## config.mk

```make
export PLATFORM = sky130hd
export DESIGN_NAME = vga_draw_arbiter
export DESIGN_NICKNAME = d
export VERILOG_FILES = /design/src/rtl/vga_draw_arbiter_pkg.sv /design/src/rtl/vga_draw_arbiter_square_scanner.sv /design/src/rtl/vga_draw_arbiter.sv
export SDC_FILE = /design/constraint.sdc
export NUM_CORES = 1
export LEC_CHECK = 0
export CAP_MARGIN = 10
export CORE_AREA = 2 2 111 103
export DETAILED_ROUTE_END_ITERATION = 12
export DIE_AREA = 0 0 113 105
export PLACE_DENSITY = 0.63
export RECOVER_POWER = 25
export SLEW_MARGIN = 20
export SYNTH_ARGS = -nofsm -noshare
export SYNTH_HDL_FRONTEND = slang
export SYNTH_SLANG_ARGS = --single-unit
```

## constraint.sdc

```tcl
create_clock -name clock -period 2.5 [get_ports clock]
set_input_delay 0.5 -clock clock [delete_from_list [all_inputs] [get_ports clock]]
set_output_delay 0.5 -clock clock [all_outputs]
set_load 0.03 [all_outputs]
```

## src/rtl/vga_draw_arbiter_pkg.sv

```systemverilog
// ============================================================================
// vga_draw_arbiter_pkg : screen geometry, colours and arbiter FSM encoding
// Revision: 1.0
// ============================================================================
`default_nettype none

package vga_draw_arbiter_pkg;

    localparam int unsigned SCREEN_W = 160;
    localparam int unsigned SCREEN_H = 120;

    localparam logic [2:0] BLACK = 3'b000;
    localparam logic [2:0] BLUE  = 3'b001;
    localparam logic [2:0] RED   = 3'b100;

    typedef enum logic [1:0] {
        ST_IDLE  = 2'd0,
        ST_LATCH = 2'd1,
        ST_SCAN  = 2'd2,
        ST_DONE  = 2'd3
    } state_t;

    function automatic logic on_screen(input int unsigned px, input int unsigned py);
        return (px < SCREEN_W) && (py < SCREEN_H);
    endfunction

endpackage

`default_nettype wire

```

## src/rtl/vga_draw_arbiter_square_scanner.sv

```systemverilog
// ============================================================================
// vga_draw_arbiter_square_scanner : raster walk over a (side+1)^2 square
// Revision: 1.0
// ============================================================================
`default_nettype none

module vga_draw_arbiter_square_scanner #(
    parameter int SIDE_W = 5
) (
    input  logic              clock,
    input  logic              reset,
    input  logic              start,
    input  logic [SIDE_W-1:0] side,
    output logic [SIDE_W-1:0] dx,
    output logic [SIDE_W-1:0] dy,
    output logic              last
);

    logic [SIDE_W-1:0] side_l;

    // Free-runs after start; the owner ignores the offsets outside its scan window.
    always_ff @(posedge clock) begin
        if (!reset) begin
            dx     <= '0;
            dy     <= '0;
            side_l <= '0;
        end else if (start) begin
            dx     <= '0;
            dy     <= '0;
            side_l <= side;
        end else if (dx == side_l) begin
            dx <= '0;
            dy <= dy + 1'b1;
        end else begin
            dx <= dx + 1'b1;
        end
    end

    assign last = (dx == side_l) && (dy == side_l);

endmodule

`default_nettype wire

```

## src/rtl/vga_draw_arbiter.sv

```systemverilog
// ============================================================================
// vga_draw_arbiter : round-robin sharing of the VGA write port among square drawers
// Revision: 1.0
// ============================================================================
`default_nettype none

module vga_draw_arbiter
    import vga_draw_arbiter_pkg::*;
#(
    parameter int NUM_REQ  = 3,
    parameter int X_W      = 8,
    parameter int Y_W      = 7,
    parameter int SIDE_W   = 5,
    parameter int COLOUR_W = 3
) (
    input  logic                         clock,
    input  logic                         reset,
    input  logic [NUM_REQ-1:0]           req,
    input  logic [NUM_REQ*X_W-1:0]       req_x,
    input  logic [NUM_REQ*Y_W-1:0]       req_y,
    input  logic [NUM_REQ*SIDE_W-1:0]    req_side,
    input  logic [NUM_REQ*COLOUR_W-1:0]  req_colour,
    output logic [NUM_REQ-1:0]           grant,
    output logic [NUM_REQ-1:0]           done,
    output logic                         busy,
    output logic [X_W-1:0]               x,
    output logic [Y_W-1:0]               y,
    output logic [COLOUR_W-1:0]          colour,
    output logic                         plot
);

    localparam int IDX_W = (NUM_REQ > 2) ? $clog2(NUM_REQ) : 1;

    state_t               state, state_next;
    logic [IDX_W-1:0]     ptr, sel, pick, off;
    logic [NUM_REQ-1:0]   rot, sel_oh;
    logic [X_W-1:0]       x0;
    logic [Y_W-1:0]       y0;
    logic [COLOUR_W-1:0]  colour_l;
    logic [SIDE_W-1:0]    dx, dy;
    logic                 last;
    logic [X_W:0]         sum_x;
    logic [Y_W:0]         sum_y;

    logic [NUM_REQ-1:0]   grant_nx, done_nx;
    logic                 busy_nx, plot_nx;
    logic [X_W-1:0]       x_nx;
    logic [Y_W-1:0]       y_nx;
    logic [COLOUR_W-1:0]  colour_nx;

    logic [X_W-1:0]       fx [NUM_REQ];
    logic [Y_W-1:0]       fy [NUM_REQ];
    logic [SIDE_W-1:0]    fs [NUM_REQ];
    logic [COLOUR_W-1:0]  fc [NUM_REQ];

    for (genvar i = 0; i < NUM_REQ; i++) begin : g_unpack
        assign fx[i] = req_x[i*X_W +: X_W];
        assign fy[i] = req_y[i*Y_W +: Y_W];
        assign fs[i] = req_side[i*SIDE_W +: SIDE_W];
        assign fc[i] = req_colour[i*COLOUR_W +: COLOUR_W];
    end

    function automatic logic [IDX_W-1:0] wrap_add(input logic [IDX_W-1:0] a,
                                                  input logic [IDX_W-1:0] b);
        logic [IDX_W:0] s;
        s = {1'b0, a} + {1'b0, b};
        if (s >= (IDX_W+1)'(NUM_REQ))
            s = s - (IDX_W+1)'(NUM_REQ);
        return s[IDX_W-1:0];
    endfunction

    // Rotate so bit 0 is the requester at ptr; the lowest set bit is the winner.
    assign rot = NUM_REQ'({req, req} >> ptr);

    always_comb begin
        off = '0;
        for (int k = NUM_REQ - 1; k >= 0; k--) begin
            if (rot[k])
                off = IDX_W'(k);
        end
    end

    assign pick   = wrap_add(ptr, off);
    assign sel_oh = NUM_REQ'(1) << sel;
    assign sum_x  = {1'b0, x0} + (X_W+1)'(dx);
    assign sum_y  = {1'b0, y0} + (Y_W+1)'(dy);

    vga_draw_arbiter_square_scanner #(
        .SIDE_W (SIDE_W)
    ) u_scanner (
        .clock (clock),
        .reset (reset),
        .start (state == ST_LATCH),
        .side  (fs[sel]),
        .dx    (dx),
        .dy    (dy),
        .last  (last)
    );

    always_comb begin
        state_next = state;
        grant_nx   = '0;
        done_nx    = '0;
        busy_nx    = 1'b0;
        plot_nx    = 1'b0;
        x_nx       = x;
        y_nx       = y;
        colour_nx  = colour;
        case (state)
            ST_IDLE: begin
                if (|req)
                    state_next = ST_LATCH;
            end
            ST_LATCH: begin
                grant_nx   = sel_oh;
                busy_nx    = 1'b1;
                state_next = ST_SCAN;
            end
            ST_SCAN: begin
                grant_nx  = sel_oh;
                busy_nx   = 1'b1;
                // Clip on the unwrapped sum so coordinates past the field width never alias on-screen.
                plot_nx   = on_screen(32'(sum_x), 32'(sum_y));
                x_nx      = sum_x[X_W-1:0];
                y_nx      = sum_y[Y_W-1:0];
                colour_nx = colour_l;
                if (last)
                    state_next = ST_DONE;
            end
            ST_DONE: begin
                grant_nx   = sel_oh;
                done_nx    = sel_oh;
                busy_nx    = 1'b1;
                state_next = ST_IDLE;
            end
            default: state_next = ST_IDLE;
        endcase
    end

    always_ff @(posedge clock) begin
        if (!reset) begin
            state    <= ST_IDLE;
            ptr      <= '0;
            sel      <= '0;
            x0       <= '0;
            y0       <= '0;
            colour_l <= '0;
            grant    <= '0;
            done     <= '0;
            busy     <= 1'b0;
            plot     <= 1'b0;
            x        <= '0;
            y        <= '0;
            colour   <= COLOUR_W'(BLACK);
        end else begin
            state  <= state_next;
            grant  <= grant_nx;
            done   <= done_nx;
            busy   <= busy_nx;
            plot   <= plot_nx;
            x      <= x_nx;
            y      <= y_nx;
            colour <= colour_nx;
            if (state == ST_IDLE && (|req))
                sel <= pick;
            if (state == ST_LATCH) begin
                x0       <= fx[sel];
                y0       <= fy[sel];
                colour_l <= fc[sel];
            end
            if (state == ST_DONE)
                ptr <= wrap_add(sel, IDX_W'(1));
        end
    end

endmodule

`default_nettype wire
```

==> results of run 1 <==
-- per-layer routing --
| metal | up-vias | global-route usage [%] |
|---|---|---|
| li1 | 1612 | - |
| met1 | 1434 | 20.2 |
| met4 | 0 | 4.18 |
| met5 | - | 0 |
| met2 | 76 | 25.5 |
| met3 | 9 | 5.10 |
-- logic make-up (layout without fill, tap and decap cells) --
logic type                 count (synthesis)  count (layout)  share of synthesized area (%)
and+or+nand+nor                          110             110                           15.3
AOI/OAI and AO/OA                         91              91                           19.7
DFF                                       65              65                           35.5
buffers and inverters                     41             147                           4.47
muxes                                     37              37                           10.1
xor gates and xnor gates                  26              26                           6.21
adders and majority gates                 24              24                           8.80
-- cells in the mapped netlist (all sizes together), types with 2 or more instances --
| library cell | n |
|---|---|
| a211oi | 3 |
| a21boi | 2 |
| a21o | 4 |
| a21oi | 11 |
| a22oi | 3 |
| and2 | 6 |
| and3 | 6 |
| buf | 8 |
| clkbuf | 14 |
| dfxtp | 65 |
| fa | 3 |
| ha | 21 |
| inv | 19 |
| mux2i | 37 |
| nand2 | 34 |
| nand2b | 6 |
| nand3 | 5 |
| nand3b | 2 |
| nand4 | 2 |
| nor2 | 20 |
| nor2b | 14 |
| nor3 | 5 |
| nor4 | 2 |
| o211a | 27 |
| o211ai | 25 |
| o21a | 2 |
| o21ai | 8 |
| or2 | 2 |
| xnor2 | 7 |
| xor2 | 19 |
-- power by group through the flow --
| stage | sequential, W | clock, W | combinational, W |
|---|---|---|---|
| floorplan | 0.00162 | 0 | 0.00130 |
| finish | 0.00154 | 0.00123 | 0.00203 |
| global placement | 0.00154 | 0 | 0.00197 |
| CTS | 0.00153 | 0.00126 | 0.00203 |
| detailed placement | 0.00155 | 0 | 0.00201 |
| global route | 0.00158 | 0.00132 | 0.00224 |
-- timing repair --
item	4_1_cts	5_1_grt
pin swaps	4	5
gates resized for setup	13	20
setup endpoints to repair	2	2
setup buffers	1	0
gates cloned	0	0
hold buffers	0	0
-- state kept, by name, summed over array words and instances (netlist names), 5 cells and up --
signal and count:
u_scanner.side_l 5, u_scanner.dy 5, x 8, u_scanner.dx 5, y0 7, x0 8, y 7
-- worst max-delay path: cells and delay by family (launching register included) --
family | cells | cell delay [ns]
fa+ha+maj | 2 | 0.72
buf+inv | 3 | 0.33
compound gates | 4 | 0.39
simple gates | 3 | 0.53
flops | 1 | 0.33
-- metrics by stage --
| stage | area [µm²] | setup WS (ns) | TNS (ns) | util, % |
|---|---|---|---|---|
| 2_1_floorplan | 3670 | 0.0301 | 0 | - |
| 3_3_place_gp | 4840 | -0.510 | -0.882 | 45.5 |
| 3_5_place_dp | 4840 | -0.615 | -1.08 | 45.5 |
| 4_1_cts | 5160 | 0.00344 | 0 | 48.6 |
| 5_1_grt | 5210 | -0.0188 | -0.0290 | 49.0 |
| 6_report | 5210 | 0.0871 | 0 | 49.0 |
-- placed cells by master (no fill, tap or decap), drive strengths merged, types with 11 or more instances in the layout --
| cell | Yosys | routed |
|---|---|---|
| nand2 | 34 | 34 |
| clkbuf | 14 | 16 |
| nor2b | 14 | 14 |
| ha | 21 | 21 |
| clkdlybuf4s50 | 0 | 95 |
| nor2 | 20 | 20 |
| buf | 8 | 13 |
| mux2i | 37 | 37 |
| a21oi | 11 | 11 |
| dfxtp | 65 | 65 |
| inv | 19 | 19 |
| o211a | 27 | 27 |
| xor2 | 19 | 19 |
| o211ai | 25 | 25 |
-- area by class of cell --
cell class                      instances  area share, %
Tap cell                              133           3.19
Multi-Input combinational cell        288           44.0
Clock inverter                          3          0.768
Clock buffer                           12           4.92
Inverter                               19           1.37
Timing Repair Buffer                  113           20.7
Sequential cell                        65           25.0
-- worst paths after layout --
check | slack (ns) | start | end
max | 0.09 | ptr[1] | sel[0]
min reg2reg | 0.48 | x[1] | x[1]
min | 0.48 | x[1] | x[1]
max reg2reg | 0.09 | ptr[1] | sel[0]
==> impl_metrics.env, run 1 <==
export IMPL_fin_worst_skew_ns=0.00396
export IMPL_max_freq_ghz=0.414
export IMPL_finalSetupViolCount=0
export IMPL_clkLatencyLatePin_ns=0.32
export IMPL_hpwl_um=6800
export IMPL_cp_start_kind="flop"
export IMPL_clkPwrFrac_pct=25.7
export IMPL_wl_met2_um=4130
export IMPL_avgSynthCellArea_um2=9.31
export IMPL_tightest_slew_ns=1.25
export IMPL_yosys_area_top_type="dfxtp_1"
export IMPL_dp_cells=617
export IMPL_synth_area_leaders="dfxtp_1, mux2i_1, o211a_1"
export IMPL_holdCritPathClass="flop to flop"
export IMPL_drtAntennaViolNets=0
export IMPL_cts_tree="yes"
export IMPL_p_switching_w=0.00174
export IMPL_worstRegToRegCells=12
export IMPL_nets=594
export IMPL_finalCritPeriodShare_pct=96.5
export IMPL_synth_nets=492
export IMPL_die_w_um=113
export IMPL_drt_iter0_drc=166
export IMPL_avgViaCountPerCell=4.95
export IMPL_synth_top_area_share_pct=35.5
export IMPL_cts_htree_levels=3
export IMPL_wire_per_inst_um=14.4
export IMPL_topRoutingLayerUsed="met4"
export IMPL_end_kind="flop"
export IMPL_max_slew_margin_pct=16.6
export IMPL_antenna_found_initial=0
export IMPL_synth_edf_count=0
export IMPL_ys_flop_type="dfxtp_1"
export IMPL_violations="design-rule violations"
export IMPL_core_area_um2=10600
export IMPL_cp_required_ns=2.72
export IMPL_synth_distinct_cells=45
export IMPL_dieHeight_um=105
export IMPL_initial_core_util_pct=34.5
export IMPL_clock_sinks=65
export IMPL_io_pins=100
export IMPL_die_area_um2=11900
export IMPL_swShare_pct=36.3
export IMPL_areaGrowthSynthToFinish_pct=42.0
export IMPL_vias=3131
export IMPL_final_min_clock_period_ns=2.41
export IMPL_slowest_stage="fa_1"
export IMPL_grt_overflow=0
export IMPL_timing_hold_ws_ns=0.483
export IMPL_synth_seq_area_share_pct=35.5
export IMPL_crit_path_cell_trace="buf_6 > nor4b_4 > a21oi_2 > nor2_1 > a21oi_2 > fa_1 > inv_2 > ha_4 > nor2b_4 > buf_4 > o21ai_0 > o211a_1"
export IMPL_p_comb_share_pct=42.3
export IMPL_drc_errors=7
export IMPL_multi_input_area_um2=2290
export IMPL_ys_seq_elements=65
export IMPL_first_global_vias=3196
export IMPL_cp_common_cell="a21oi_2"
export IMPL_async_reset_ff_share_pct=0
export IMPL_p_int_w=0.00306
export IMPL_met3RoutedLength_um=524
export IMPL_maxCapViolCount=0
export IMPL_netlist_instances=394
export IMPL_numPortBuffers=99
export IMPL_fin_cells=633
export IMPL_dr_pass1_iters=8
export IMPL_cts_buffer_depth=2
export IMPL_gp_congestion=0.827
export IMPL_cts_inserted_buffers=9
export IMPL_worstPathArrival_ns=2.63
export IMPL_clk_pin_slew_ns=0.05
export IMPL_status="complete, but fails checks"
export IMPL_grt_usage_pct=15.8
export IMPL_num_rows=36
export IMPL_seqPwrFrac_pct=32.0
export IMPL_grt_pass1_wl_um=15100
export IMPL_hold_depth=1
export IMPL_drive_gt1_share_pct=10.4
export IMPL_p_per_area_nw_per_um2=921
export IMPL_worstPathMaxFanout=6
export IMPL_slew_viol_final=0
export IMPL_clockRootBuffer="clkbuf_16"
export IMPL_final_hold_viol_count=0
export IMPL_n_fill_cell=1026
export IMPL_diodes=0
export IMPL_max_vdd_ir_drop_mv=0.363
export IMPL_drt_met1_wl_um=4410
export IMPL_routed_wl_um=9140
export IMPL_cp_slowest_stage_delay_ns=0.56
export IMPL_worstSetupPathType="flop to flop"
export IMPL_yosys_warnings=0
export IMPL_grt_max_degree=29
export IMPL_register_area_um2=1300
export IMPL_netlist_area_um2=3670
export IMPL_power_leakage_nw=2.19
export IMPL_p_total_w=0.00480
Note: power is estimated with default switching activity, not from simulation.
==> inputs of run 2 (changes only) <==
Settings changed: PLACE_DENSITY 0.63 to 0.6.
Clock period 2.5 ns to 3.15 ns, I/O delays scaled along.
==> impl_metrics.env, run 2 (synthesized netlist as in run 1, its figures left out) <==
export IMPL_clockRootBuffer="clkbuf_16"
export IMPL_max_freq_ghz=0.338
export IMPL_max_slew_margin_pct=28.4
export IMPL_gp_congestion=0.771
export IMPL_dp_cells=615
export IMPL_initial_core_util_pct=34.5
export IMPL_core_area_um2=10600
export IMPL_cts_htree_levels=3
export IMPL_slew_viol_final=0
export IMPL_drive_gt1_share_pct=6.43
export IMPL_design_area_um2=5130
export IMPL_worstPathMaxFanout=2
export IMPL_clk_pin_slew_ns=0.06
export IMPL_wire_per_inst_um=14.9
export IMPL_drt_iter0_drc=133
export IMPL_fin_worst_skew_ns=0.00554
export IMPL_avgViaCountPerCell=5.07
export IMPL_postCtsSetupRepairBufs=0
export IMPL_io_pins=100
export IMPL_cts_tree="yes"
export IMPL_mostFrequentLayoutCells="clkdlybuf4s50_1, dfxtp_1, mux2i_1"
export IMPL_biggestRegsByFlops="x0 x8, x x8"
export IMPL_hpwl_um=7060
export IMPL_cts_buffer_depth=2
export IMPL_power_leakage_nw=2.15
export IMPL_numPortBuffers=99
export IMPL_die_area_um2=11900
export IMPL_place_area_um2=4820
export IMPL_end_kind="flop"
export IMPL_setup_ws_ns=0.194
export IMPL_timing_hold_ws_ns=0.482
export IMPL_maxCapViolCount=0
export IMPL_cts_resized=0
export IMPL_cts_hold_buf=0
export IMPL_final_hold_viol_count=0
export IMPL_cp_required_ns=3.41
export IMPL_dieHeight_um=105
export IMPL_areaGrowthSynthToFinish_pct=39.7
export IMPL_final_min_clock_period_ns=2.96
export IMPL_nets=591
export IMPL_grt_overflow=0
export IMPL_worstPathArrival_ns=3.22
export IMPL_cts_inserted_buffers=9
export IMPL_drtAntennaViolNets=0
export IMPL_vias=3200
export IMPL_antenna_found_initial=0
export IMPL_die_w_um=113
export IMPL_fin_cells=631
export IMPL_num_rows=36
export IMPL_p_per_area_nw_per_um2=747
export IMPL_regToRegStartpoint="ptr[1]"
export IMPL_diodes=0
export IMPL_clkLatencyLatePin_ns=0.33
export IMPL_cp_start_kind="input port"
export IMPL_drc_errors=7
export IMPL_holdCritStartpoint="x[1]"
export IMPL_status="complete, but fails checks"
export IMPL_finalSetupViolCount=0
export IMPL_finalCritPeriodShare_pct=93.8
export IMPL_violations="design-rule violations"
export IMPL_dr_pass1_iters=8
export IMPL_pre_cts_slack_ns=-0.120
export IMPL_tightest_slew_ns=1.07
export IMPL_first_global_vias=2982
export IMPL_rsz0062_at_grt="false"
export IMPL_max_vdd_ir_drop_mv=0.256
export IMPL_grt_max_degree=28
export IMPL_fin_setup_tns_ns=0
export IMPL_grt_usage_pct=15.9
export IMPL_worstSetupPathType="input port to flop"
export IMPL_grt_pass1_wl_um=15000
export IMPL_holdCritPathClass="flop to flop"
export IMPL_crit_start="req[1]"
export IMPL_routed_wl_um=9420
export IMPL_layout_commonest_cell="clkdlybuf4s50_1"
export IMPL_clock_sinks=65
-- run 2: cell types whose count changed in the layout (fill, tap and decap cells not counted), moves of 3 or more --
cell	previous run	this run
a21oi_2	3	0
ha_1	18	21
clkdlybuf4s50_1	95	98
a21oi_1	8	11
-- run 2: area by class of cell --
class | count | area [µm²]
Multi-Input combinational cell | 288 | 2210
Clock buffer | 12 | 267
Clock inverter | 4 | 50.0
Timing Repair Buffer | 110 | 1060
Tap cell | 133 | 166
Sequential cell | 65 | 1300
Inverter | 19 | 71.3
Fill cell | 1020 | 5500
-- run 2: worst paths after layout --
path,to,slack [ns],cells after the start
worst max-delay path,sel[1],0.19,13
worst min-delay path,x[1],0.48,1
worst max register to register,sel[1],0.57,13
worst min register to register,x[1],0.48,1
-- run 2: worst max-delay path: stages --
cell and delay [ns]:
clkdlybuf4s50_1 0.49, nor2b_1 0.22, a22oi_1 0.11, a21oi_1 0.16, ha_1 0.16, inv_1 0.05, fa_1 0.51, inv_1 0.05
ha_1 0.17, nor2b_1 0.16, a21oi_1 0.10, a211o_1 0.26, a21boi_0 0.14
-- run 2: power breakdown --
| group | switching (W) | internal [W] |
|---|---|---|
| Sequential | 0.000178 | 0.00103 |
| Clock | 0.000367 | 0.000675 |
| Combinational | 0.000855 | 0.000718 |
-- run 2: routing by layer --
metal | global-route usage [%] | wire, µm
met1 | 22.0 | 4720
met2 | 23.9 | 4120
met3 | 4.70 | 493
met4 | 4.44 | 87
met5 | 0 | 0
-- run 2: per-stage QoR --
| stage | power, W | util (%) |
|---|---|---|
| floorplan | 0.00231 | - |
| global placement | 0.00278 | 45.3 |
| detailed placement | 0.00282 | 45.3 |
| CTS | 0.00387 | 48.3 |
| global route | 0.00409 | 48.2 |
| finish | 0.00383 | 48.2 |
